### config.mk
export PLATFORM = sky130hd
export DESIGN_NAME = regfile_sb
export DESIGN_NICKNAME = d
export VERILOG_FILES = /design/src/rtl/regfile_pkg.sv /design/src/rtl/regfile_pend_ctr.sv /design/src/rtl/regfile_sb.sv
export SDC_FILE = /design/constraint.sdc
export NUM_CORES = 2
export LEC_CHECK = 0
export BUFFER_PORTS_ARGS = -buffer_cell sky130_fd_sc_hd__buf_2
export CAP_MARGIN = 20
export CORE_ASPECT_RATIO = 1.5
export CORE_MARGIN = 4
export CORE_UTILIZATION = 45
export CTS_CLUSTER_DIAMETER = 120
export CTS_CLUSTER_SIZE = 40
export DETAILED_ROUTE_END_ITERATION = 16
export GPL_ROUTABILITY_DRIVEN = 0
export PLACE_DENSITY_LB_ADDON = 0.25
export SLEW_MARGIN = 20
export SYNTH_ARGS = -nofsm -noshare
export SYNTH_HDL_FRONTEND = slang
export SYNTH_SLANG_ARGS = --single-unit
export TNS_END_PERCENT = 20
### constraint.sdc
create_clock -name clock -period 3.2 [get_ports clock]
set_input_delay 0.64 -clock clock [delete_from_list [all_inputs] [get_ports clock]]
set_output_delay 0.64 -clock clock [all_outputs]
set_load 0.02 [all_outputs]
### src/rtl/regfile_pkg.sv
// Shared defaults and helpers for the regfile_sb register file.
//   XLEN_DEF / NREGS_DEF / PEND_W_DEF : default parameter values
//   port_lo()                         : low bit index of a port slice in a flattened bus
package regfile_pkg;

    localparam int XLEN_DEF   = 32;
    localparam int NREGS_DEF  = 32;
    localparam int PEND_W_DEF = 2;

    // Port i of a bus of width-w fields occupies bits [i*w +: w].
    function automatic int port_lo(input int port, input int width);
        return port * width;
    endfunction

endpackage

### src/rtl/regfile_pend_ctr.sv
// Saturating pending-write counter for one architectural register.
//   clock, reset_n : clock and asynchronous active-low reset
//   inc            : claim request (refused while full)
//   dec            : writeback retiring one claim (floors at zero)
//   clr            : synchronous clear, wins over inc/dec
//   full           : counter saturated and no same-cycle retire; claim refused
//   nz             : counter non-zero (register has outstanding writes)
//   one            : counter equals one (a lone retire empties it)
module regfile_pend_ctr
    import regfile_pkg::*;
#(
    parameter int PEND_W = PEND_W_DEF
) (
    input  logic clock,
    input  logic reset_n,
    input  logic inc,
    input  logic dec,
    input  logic clr,
    output logic full,
    output logic nz,
    output logic one
);

    logic [PEND_W-1:0] cnt_r;
    logic [PEND_W-1:0] cnt_s;

    // A retire in the same cycle frees a slot, so a saturated counter still
    // accepts a claim that is paired with a writeback.
    assign full = (&cnt_r) & ~dec;
    assign nz   = |cnt_r;
    assign one  = (cnt_r == PEND_W'(1));

    // Next-count selection: clear, then net claim, then net retire.
    always_comb begin
        cnt_s = cnt_r;
        if (clr) begin
            cnt_s = '0;
        end else if (inc && !dec && !full) begin
            cnt_s = cnt_r + PEND_W'(1);
        end else if (dec && !inc && nz) begin
            cnt_s = cnt_r - PEND_W'(1);
        end else begin
            cnt_s = cnt_r;
        end
    end

    // Counter state register.
    always_ff @(posedge clock or negedge reset_n) begin
        if (!reset_n) begin
            cnt_r <= '0;
        end else begin
            cnt_r <= cnt_s;
        end
    end

endmodule

### src/rtl/regfile_sb.sv
// Integer register file with a per-register pending-write scoreboard.
//   clock, reset_n      : clock and asynchronous active-low reset
//   rd_addr / rd_data   : NREAD combinational read ports (flattened)
//   rd_busy             : per-port outstanding-write flag
//   iss_en / iss_addr   : destination claim at issue; iss_full when refused
//   wr_en/addr/data     : writeback, retires one claim and stores data
//   flush               : clears all pending counters, data untouched
//   wr_err              : sticky flag, writeback to a register with no claim
module regfile_sb
    import regfile_pkg::*;
#(
    parameter int XLEN   = XLEN_DEF,
    parameter int NREGS  = NREGS_DEF,
    parameter int NREAD  = 2,
    parameter int BYPASS = 1,
    parameter int PEND_W = PEND_W_DEF,
    localparam int AW    = $clog2(NREGS)
) (
    input  logic                  clock,
    input  logic                  reset_n,
    input  logic [NREAD*AW-1:0]   rd_addr,
    output logic [NREAD*XLEN-1:0] rd_data,
    output logic [NREAD-1:0]      rd_busy,
    input  logic                  iss_en,
    input  logic [AW-1:0]         iss_addr,
    output logic                  iss_full,
    input  logic                  wr_en,
    input  logic [AW-1:0]         wr_addr,
    input  logic [XLEN-1:0]       wr_data,
    input  logic                  flush,
    output logic                  wr_err
);

    logic [XLEN-1:0]  mem_r [NREGS];
    logic [NREGS-1:0] pc_nz_s;
    logic [NREGS-1:0] pc_full_s;
    logic [NREGS-1:0] pc_one_s;
    logic             iss_ok_s;
    logic             wb_zero_s;
    logic             wb_clears_s;
    logic             wr_err_r;

    // x0 has no counter: never busy, never full.
    assign pc_nz_s[0]   = 1'b0;
    assign pc_full_s[0] = 1'b0;
    assign pc_one_s[0]  = 1'b0;

    for (genvar r = 1; r < NREGS; r++) begin : g_ctr
        regfile_pend_ctr #(.PEND_W(PEND_W)) u_ctr (
            .clock   (clock),
            .reset_n (reset_n),
            .inc     (iss_en && (iss_addr == AW'(r))),
            .dec     (wr_en && (wr_addr == AW'(r))),
            .clr     (flush),
            .full    (pc_full_s[r]),
            .nz      (pc_nz_s[r]),
            .one     (pc_one_s[r])
        );
    end

    assign iss_full = iss_en && (iss_addr != AW'(0)) && pc_full_s[iss_addr];
    assign iss_ok_s = iss_en && (iss_addr != AW'(0)) && !pc_full_s[iss_addr];

    // A retire with no claim outstanding is an error unless a claim on the same
    // register lands in the same cycle and cancels it.
    assign wb_zero_s = wr_en && (wr_addr != AW'(0)) && !pc_nz_s[wr_addr]
                     && !(iss_ok_s && (iss_addr == wr_addr));

    // A lone retire of the last claim: the bypassed reader sees the register free.
    assign wb_clears_s = wr_en && (wr_addr != AW'(0)) && pc_one_s[wr_addr]
                       && !(iss_en && (iss_addr == wr_addr));

    for (genvar p = 0; p < NREAD; p++) begin : g_rd
        localparam int LO_A = port_lo(p, AW);
        localparam int LO_D = port_lo(p, XLEN);
        logic [AW-1:0]   addr_s;
        logic            hit_s;
        logic [XLEN-1:0] data_s;
        logic            busy_s;

        assign addr_s = rd_addr[LO_A +: AW];
        assign hit_s  = (BYPASS != 0) && wr_en && (wr_addr == addr_s) && (addr_s != AW'(0));

        // Read mux with optional same-cycle writeback forwarding.
        always_comb begin
            data_s = '0;
            busy_s = 1'b0;
            if (addr_s == AW'(0)) begin
                data_s = '0;
                busy_s = 1'b0;
            end else if (hit_s) begin
                data_s = wr_data;
                busy_s = pc_nz_s[addr_s] && !wb_clears_s;
            end else begin
                data_s = mem_r[addr_s];
                busy_s = pc_nz_s[addr_s];
            end
        end

        assign rd_data[LO_D +: XLEN] = data_s;
        assign rd_busy[p]            = busy_s;
    end

    // Register storage; x0 is never written so it stays at its reset value.
    always_ff @(posedge clock or negedge reset_n) begin
        if (!reset_n) begin
            for (int i = 0; i < NREGS; i++) begin
                mem_r[i] <= '0;
            end
        end else if (wr_en && (wr_addr != AW'(0))) begin
            mem_r[wr_addr] <= wr_data;
        end
    end

    // Sticky writeback-without-claim error flag.
    always_ff @(posedge clock or negedge reset_n) begin
        if (!reset_n) begin
            wr_err_r <= 1'b0;
        end else if (wb_zero_s) begin
            wr_err_r <= 1'b1;
        end
    end

    assign wr_err = wr_err_r;

endmodule

==> results_dict.tcl <==
set metrics [dict create \
    route.vias.total 46238 \
    detailed_place.area_um2 67300 \
    global_route.usage.total_pct 31.0 \
    power.density_cell_area_nw_per_um2 481 \
    dpl.cell_count 7082 \
    highest_layer "met5" \
    worstSetupEndpointType "primary output" \
    area_growth_syn_to_layout_pct 15.7 \
    first_global_vias 47771 \
    worst_r2r_startpoint "g_ctr[3].u_ctr.cnt_r[1]" \
    cts.reportedPaths.clkPinSlew_ns 0.15 \
    grt_first_pass_wirelength_um 324000 \
    most_common_cell_after_layout_fill_and_taps_aside "sky130_fd_sc_hd__nand2_1" \
    largest_net_degree_at_the_start_of_global_routing 96 \
    path_max_fanout 2 \
    max-clock-path-buffers 3 \
    num_io_pins 125 \
    overflow 0 \
    crit_chain "inv_2, ha_4, mux4_2, mux2_4, o22ai_2, nand2_1, o2111ai_2, inv_2, a221oi_4, buf_6" \
    dr_wl_met2_um 106000 \
    hold_path.class "primary input to flip-flop" \
    crit_start "g_ctr[7].u_ctr.cnt_r[1]" \
    finalWorstPathRequiredPeriod_ns 3.62 \
    post-route-worst-setup-slack_ns -0.422 \
    power.ir.vdd_worst_mv 0.377 \
    slew-limit-headroom_pct 24.6 \
    min_delay_path_depth 3 \
    static-leakage-power_nw 32.4 \
    drt-pass1-iter-count 6 \
    crit_required_ns 2.56 \
    post-route-cell-area_um2 71200 \
    failing_checks "setup timing" \
    design.die.area_um2 143000 \
    fin_nets 5630 \
    slew_viol_final 0 \
    report.final.hold_viol_count 0 \
    dieHeight_um 461 \
    rsz0062_at_grt "yes" \
    finClkSkew_ns 0.0496 \
    startpoint_type "flip-flop" \
    detailroute.wirelength.met3_um 20600 \
    yosysSeqAreaShare_pct 44.2 \
    drt-wirelength-per-cell_um 30.7 \
    final.hold.worst_slack_ns 0.263 \
    htree_levels 2 \
    io_buffer_count 124 \
    final_cell_mix "sky130_fd_sc_hd__nand2_1, sky130_fd_sc_hd__dfrtp_1, sky130_fd_sc_hd__mux4_2" \
    wirelength_met1_um 80600 \
    antenna_violating_nets_post_route 0 \
    std_cell_rows 165 \
    core_area_um2 135000 \
    share_of_the_cycle_needed_by_the_critical_path_after_routing_pct 113 \
    initial_antenna_violation_count 9 \
    n_fill_cell 11521 \
    post-route-drc-count 0 \
    worst-slew-pin-transition_ns 1.13 \
    fraction_of_final_layout_cells_with_drive_strength_greater_than_1_pct 36.9 \
    crit_type "flip-flop to primary output" \
    setup_viol_count_final 66 \
    cpPeakStageDelay_ns 0.50 \
    insertion_delay_ns 0.66 \
    cts_made_buffers 34 \
    effective_utilization_at_floorplan_pct 45.4 \
    accumulated_negative_setup_slack_ns -8.91 \
    finish.cell_count_without_fillers 7241 \
    synth_nets 5399 \
    synthArstFlopShare_pct 100 \
    synth_cell_type_count 57 \
    ys_warn_count 0 \
    tritoncts "built" \
    timing.critical_path.arrival_ns 2.98 \
    synth_ff_type "sky130_fd_sc_hd__dfrtp_1" \
    outcome "finished, violations left" \
    dp_hpwl_um 133000 \
    hp-start "wr_data[28]" \
    rrSetupSlack_ns 0.84 \
    die_w_um 310 \
    timing.reg2reg.worst_path_depth 9 \
    number_of_enable_type_register_cells_in_the_synthesized_netlist 0 \
    maximum_capacitance_violations 0 \
    dr.first_iter.drc_count 5440 \
    clk_root_buffer_cell "sky130_fd_sc_hd__clkbuf_16" \
    cts_sinks 1087 \
    syn_inst 5249 \
    min_to "mem_r[92]" \
    critPathSlowestCell "sky130_fd_sc_hd__mux4_2" \
    worst_path_most_repeated_cell "sky130_fd_sc_hd__inv_2" \
    yosys_register_bits 1087 \
    detail_route.vias_per_cell 6.39 \
    mappedNetlistArea_um2 61500 \
    max_freq_mhz 276 \
    endpoint_of_the_worst_register_to_register_path "wr_err" \
    avgSynthCellArea_um2 11.7 \
    routed_wire_length_um 223000 \
]
-- synthesized netlist by cell type, drive strengths merged (16+ instances only) --
library cell,count,area [um2]
a211oi,32,240
mux2,484,5450
mux2i,67,671
dfrtp,1087,27200
ha,93,1160
a21oi,49,245
xnor2,33,289
o211ai,29,218
buf,150,887
inv,102,383
a31oi,16,100
nand3,37,185
a22oi,58,435
nand2,1646,6180
nor3,25,125
nor2,146,558
mux4,642,14500
o22ai,36,225
o21ai,41,205
clkbuf,342,1280
-- state kept, by name (all words and copies together), names as in the netlist --
name and count:
wr_err 1, mem_r 1024, g_ctr.u_ctr.cnt_r 62
-- worst max-delay path, delay by kind of cell (launching register included) --
kind | cells | cell delay (ns)
AOI/OAI and AO/OA | 3 | 0.52
and+or+nand+nor | 1 | 0.08
DFF | 1 | 0.40
buffers and inverters | 3 | 0.32
adders and majority gates | 1 | 0.18
muxes | 2 | 0.79
-- area by class of cell --
cell class / count / area [um2] / area share, %
antenna: 4 / 10.0 / 0.0141
clock buffer: 35 / 876 / 1.23
clock inverter: 5 / 109 / 0.153
inverter: 102 / 383 / 0.538
multi-input combinational: 3568 / 32700 / 46.0
sequential: 1087 / 27200 / 38.2
tap: 1753 / 2190 / 3.08
timing repair buffer: 687 / 7680 / 10.8
-- where the power goes --
part / internal [W] / switching [W]
registers: 0.0161 / 0.00184
clock network: 0.00214 / 0.00450
logic: 0.00543 / 0.00416
total: 0.0237 / 0.0105
-- metal layers --
layer | vias up | track usage (%)
li1 | 19013 | -
met1 | 24004 | 39.7
met2 | 2552 | 50.2
met3 | 661 | 5.37
met4 | 8 | 17.6
met5 | - | 0
-- worst max-delay path by stage --
stage / to / slack [ns]
2_1_floorplan: rd_busy[0] / 0.002
3_3_place_gp: iss_full / -0.39
3_5_place_dp: rd_data[8] / -0.34
4_1_cts: rd_busy[0] / -0.39
5_1_grt: rd_busy[1] / -0.46
6_report: rd_busy[1] / -0.42
-- logic make-up after synthesis --
kind of cell               share of synthesized area (%)
AOI/OAI and AO/OA                                   3.21
xor gates and xnor gates                           0.655
adders and majority gates                           1.89
buffers and inverters                               4.15
DFF                                                 44.2
muxes                                               33.4
and+or+nand+nor                                     12.5
-- metrics by stage --
step           utilization, %  setup slack (ns)  total power, W
2_1_floorplan               -           0.00237          0.0240
6_report                 52.6            -0.422          0.0342
3_3_place_gp             49.7            -0.392          0.0268
4_1_cts                  51.6            -0.392          0.0339
3_5_place_dp             49.7            -0.337          0.0271
5_1_grt                  52.6            -0.461          0.0357
-- what timing repair did --
| item | 4_1_cts | 5_1_grt |
|---|---|---|
| setup buffers | 40 | 64 |
| gates cloned | 12 | 10 |
| resized for setup | 205 | 138 |
| hold endpoints to repair | 22 | 0 |
| setup endpoints to repair | 67 | 67 |
| hold buffers | 1 | 0 |
| pin swaps | 40 | 38 |
Power figures use the tool's default switching activity.
